`src/rtl/fir_poly_combine.sv`:
```
// fir_poly_combine: sums snapshotted bank results, scales/saturates, queues into a 2-entry FIFO
// Define FIR_COMBINE_ROUND_EN for round-half-up scaling; default build truncates.
module fir_poly_combine #(
    parameter int N_BANKS   = 4,
    parameter int BANK_LOG2 = 2,
    parameter int IN_WIDTH  = 35,
    parameter int ACC_WIDTH = 37,
    parameter int SHIFT     = 10,
    parameter int OUT_WIDTH = 25
) (
    input  logic                        clk,
    input  logic                        rst_n,
    input  logic                        frame_end,
    input  logic [N_BANKS*IN_WIDTH-1:0] bank_din,
    output logic [OUT_WIDTH-1:0]        dout,
    output logic                        dout_valid,
    input  logic                        dout_ready,
    output logic                        busy,
    output logic                        sat,
    output logic                        overlap,
    output logic                        overrun
);
    typedef enum logic [1:0] {IDLE, SUM, SCALE, PUSH} state_t;
    localparam logic signed [ACC_WIDTH-1:0] MAXV = ACC_WIDTH'((64'sd1 <<< (OUT_WIDTH - 1)) - 64'sd1);
    localparam logic signed [ACC_WIDTH-1:0] MINV = -MAXV - ACC_WIDTH'(1);
    state_t state, state_nx;
    logic [IN_WIDTH-1:0] cap [N_BANKS];
    logic [BANK_LOG2-1:0] idx;
    logic signed [ACC_WIDTH-1:0] acc, scaled;
    logic [OUT_WIDTH-1:0] hold, sample, mem1;
    logic [1:0] cnt;
    logic hi, lo, pop, push, last;
    assign last = idx == BANK_LOG2'(N_BANKS - 1);
    always_comb begin
        state_nx = state;
        case (state)
            IDLE:  state_nx = frame_end ? SUM : IDLE;
            SUM:   state_nx = last ? SCALE : SUM;
            SCALE: state_nx = PUSH;
            PUSH:  state_nx = IDLE;
            default: state_nx = IDLE;
        endcase
    end
`ifdef FIR_COMBINE_ROUND_EN
    localparam logic signed [ACC_WIDTH-1:0] HALF = ACC_WIDTH'(1) << (SHIFT - 1);
    always_comb scaled = (acc + HALF) >>> SHIFT;
`else
    always_comb scaled = acc >>> SHIFT;
`endif
    always_comb begin
        hi = scaled > MAXV;
        lo = scaled < MINV;
        sample = hi ? MAXV[OUT_WIDTH-1:0] : lo ? MINV[OUT_WIDTH-1:0] : scaled[OUT_WIDTH-1:0];
    end
    assign busy       = state != IDLE;
    assign dout_valid = cnt != 2'd0;
    assign pop        = dout_valid && dout_ready;
    assign push       = state == PUSH && (cnt != 2'd2 || pop);
    always_ff @(posedge clk) begin
        if (!rst_n) begin
            state   <= IDLE;
            idx     <= '0;
            acc     <= '0;
            hold    <= '0;
            sat     <= 1'b0;
            overlap <= 1'b0;
            overrun <= 1'b0;
        end else begin
            state <= state_nx;
            if (state == IDLE && frame_end) begin
                for (int k = 0; k < N_BANKS; k++) cap[k] <= bank_din[k*IN_WIDTH +: IN_WIDTH];
                acc <= '0;
                idx <= '0;
            end
            if (state != IDLE && frame_end) overlap <= 1'b1;
            if (state == SUM) begin
                acc <= acc + {{(ACC_WIDTH - IN_WIDTH){cap[idx][IN_WIDTH-1]}}, cap[idx]};
                idx <= idx + 1'b1;
            end
            if (state == SCALE) begin
                hold <= sample;
                if (hi || lo) sat <= 1'b1;
            end
            if (state == PUSH && !push) overrun <= 1'b1;
        end
    end
    // Head register drives dout directly, so it only moves on a pop or a write into an empty FIFO
    always_ff @(posedge clk) begin
        if (!rst_n) begin
            cnt  <= '0;
            dout <= '0;
            mem1 <= '0;
        end else if (push && pop) begin
            dout <= cnt == 2'd2 ? mem1 : hold;
            if (cnt == 2'd2) mem1 <= hold;
        end else if (pop) begin
            dout <= mem1;
            cnt  <= cnt - 2'd1;
        end else if (push) begin
            if (cnt == 2'd0) dout <= hold;
            else mem1 <= hold;
            cnt <= cnt + 2'd1;
        end
    end
endmodule

```
`config.mk`:
```
export PLATFORM = sky130hd
export DESIGN_NAME = fir_poly_combine
export DESIGN_NICKNAME = d
export VERILOG_FILES = /design/src/rtl/fir_poly_combine.sv
export SDC_FILE = /design/constraint.sdc
export NUM_CORES = 1
export LEC_CHECK = 0
export ABC_AREA = 1
export CAP_MARGIN = 20
export CORE_ASPECT_RATIO = 0.6
export CORE_MARGIN = 4
export CORE_UTILIZATION = 50
export CTS_CLUSTER_SIZE = 10
export DETAILED_ROUTE_END_ITERATION = 8
export MAX_ROUTING_LAYER = met4
export PLACE_DENSITY_LB_ADDON = 0.2
export SLEW_MARGIN = 25
export SYNTH_ARGS = -nofsm -noshare
export SYNTH_HDL_FRONTEND = slang
export SYNTH_SLANG_ARGS = --single-unit
```
`constraint.sdc`:
```
create_clock -name clk -period 19.6 [get_ports clk]
set_input_delay 3.92 -clock clk [delete_from_list [all_inputs] [get_ports clk]]
set_output_delay 3.92 -clock clk [all_outputs]
set_load 0.03 [all_outputs]
```
==> out/qor.txt <==
Overall power: 1.34 mW
Setup TNS: 0 ns
Antenna-violating nets left: 0
Top-count cell post-synth: nand2_1
Fmax achieved: 151 MHz
Synth Area in Simple Gates: 18.3%
Power per cell area: 86.5 mW/mm²
Num ports: 174
Critical path class: in2reg
Worst-path clk slew: 0.06 ns
Post-Synth Adder-Cell Area: 3.82%
Share of cells above drive strength 1: 4.79%
Vias per cell: 5.48
Largest net degree at the start of global routing: 89
Critical Path RT: 19.80 ns
Synth Register Bits: 263
P_leak: 6.12 nW
Pre-Repair DR Iteration Count: 5
Min cycle time layout: 6.63 ns
H-tree levels: 1
Area contributors post-synth: edfxtp_1, dfxtp_1, nand2_1
Sequential-to-total area share from yosys stat: 52.7%
Placed Area: 0.0146 mm²
Post-Synthesis Cells: 1502
Die Span X: 213 µm
Clk root buf: clkbuf_16
Largest family of logic cells by synthesized area: simple AND/OR/NAND/NOR gates
HPWL after detailed placement: 24.1 mm
Total grt overflow: 0
Startpoint types: input port
Total GRT Usage: 24.2%
Port bufs: 173
First-pass GRT wire length: 53.9 mm
Synth Area in Compound Gates: 17.7%
Drt total wl: 33.5 mm
Final setup violation count: 0
Fin. max-slew vios: 0
Post-route cell area: 0.0155 mm²
Vias in the first global route: 10158
Row count: 44
Post-synth EDFFs: 140
Clock buffer depth: 3
CTS Sinks: 263
CP Capture Type: flop
Syn-to-layout area delta: 22.5%
DIE AREA: 0.0280 mm²
Total setup buffers inserted after CTS: 0
Outcome: completed
Avg Inst Size Synth: 8.42 µm²
Detailed Route Iter0 Violations: 939
Synth area leader: edfxtp_1
HP Class: reg2reg
Ys async rst share: 0%
Drt wl/cell: 16.8 µm
Commonest cells in the netlist: nand2_1, o21ai_0, inv_1
WP data arrival: 6.84 ns
CTS tree: built
Starting Density: 51.5%
Vias: 10926
Hold Violations, Final: 0
Die Span Y: 131 µm
Synth Area in XOR/XNOR: 0.0692%
Hold Buf Count CTS: 0
Syn Std Cell Area: 0.0126 mm²
Post-cts sizing count: 0
Final Wtd Congestion: 0.991
Worst R2R Setup Slack: 15.71 ns
Synth top area share: 33.2%
Max-Cap Viols: 0
Worst-margin pin slew: 0.842 ns
Synth unique cells: 44
Ys Warns: 0
Skew-Pair Late Insertion Delay: 0.58 ns
CP max FO: 88
Top FF cell, synth: edfxtp_1
NumNets Final: 1836
Clk_skew: 0.0206 ns
Residual DRC: 0
Slew headroom: 43.8%
VDD IR max: 0.0000695 V
CORE AREA: 0.0246 mm²
Period Utilization, post-route: 33.9%
CTS buffer count: 30
Initial antenna violation count: 1
Syn_nets: 1684
RSZ-0062 raised after global routing: no
Mux share of post-synthesis cell area: 0.0791%
Final hold slack: 0.447 ns
report_power, final:
group          internal [mW]  switching [mW]  leakage [nW]
logic                 0.0837           0.142          3.41
registers              0.604          0.0108          2.29
clock network          0.286           0.213         0.411
sequential cells by signal, indices dropped and copies added (netlist names), named ones only:
| register | cells |
|---|---|
| sat | 1 |
| overlap | 1 |
| hold | 25 |
| dout | 25 |
| acc | 37 |
| idx | 2 |
| mem1 | 25 |
| state | 1 |
| cnt | 2 |
| cap | 140 |
| overrun | 1 |
layout by cell type, fill, tap and decap left out, types with 4 or more instances in the layout:
| master | n |
|---|---|
| clkdlybuf4s50_1 | 173 |
| inv_1 | 157 |
| o21bai_1 | 5 |
| o21ai_1 | 7 |
| a21boi_0 | 8 |
| clkbuf_1 | 16 |
| dfxtp_1 | 122 |
| o211ai_1 | 28 |
| edfxtp_1 | 140 |
| clkbuf_16 | 30 |
| o21ai_0 | 160 |
| nor2_4 | 5 |
| buf_4 | 9 |
| inv_2 | 5 |
| o22ai_1 | 33 |
| a21oi_1 | 136 |
| nand2_1 | 334 |
| a31oi_1 | 8 |
| nand3_1 | 73 |
| nor2_1 | 127 |
| nor2_2 | 4 |
| ha_1 | 37 |
| nor3_1 | 8 |
| a22oi_1 | 9 |
| or2_2 | 9 |
final timing paths:
kind                  from         end  depth (start not counted)
setup / recovery     rst_n  cap[2][33]                          7
hold / removal    mem1[23]    mem1[23]                          2
setup reg to reg      flop     acc[24]                         20
hold reg to reg   mem1[23]    mem1[23]                          2
worst max-delay path, cell delays in order:
cell	delay (ns)
clkdlybuf4s50_1	0.47
buf_4	0.44
clkinv_1	0.12
buf_4	0.38
nor2_4	0.18
buf_4	0.54
buf_6	0.67
routing by layer:
layer  GRT usage [%]  up-vias  wire, µm
li1                -     5390         -
met1            38.2     5108     16400
met3            4.86       26      3000
met4            3.20        0       331
met2            33.0      402     13800
met5               -        -         0
metrics by stage:
stage,worst slack [ns],instances,util (%)
after global placement,12.17,1942,59.4
after detailed placement,12.12,1942,59.4
final,12.97,1994,63.1
after global routing,12.71,1994,63.1
after CTS,12.74,1991,62.9
after floorplan,8.70,1502,-
kinds of logic (layout without fill, tap and decap cells):
group | after synthesis | count (layout)
muxes | 1 | 1
DFF | 263 | 263
adders and majority gates | 38 | 38
and+or+nand+nor | 567 | 567
AOI/OAI and AO/OA | 403 | 403
xor gates and xnor gates | 1 | 1
other | 0 | 1
buffers and inverters | 229 | 398
layout make-up:
| type | instances | area (µm²) |
|---|---|---|
| Antenna cell | 1 | 2.50 |
| Clock buffer | 47 | 825 |
| Clock inverter | 2 | 35.0 |
| Fill cell | 2099 | 9060 |
| Inverter | 164 | 618 |
| Multi-Input combinational cell | 1010 | 5080 |
| Sequential cell | 263 | 6670 |
| Tap cell | 322 | 403 |
| Timing Repair Buffer | 185 | 1870 |
(Power assumes the default switching activity.)
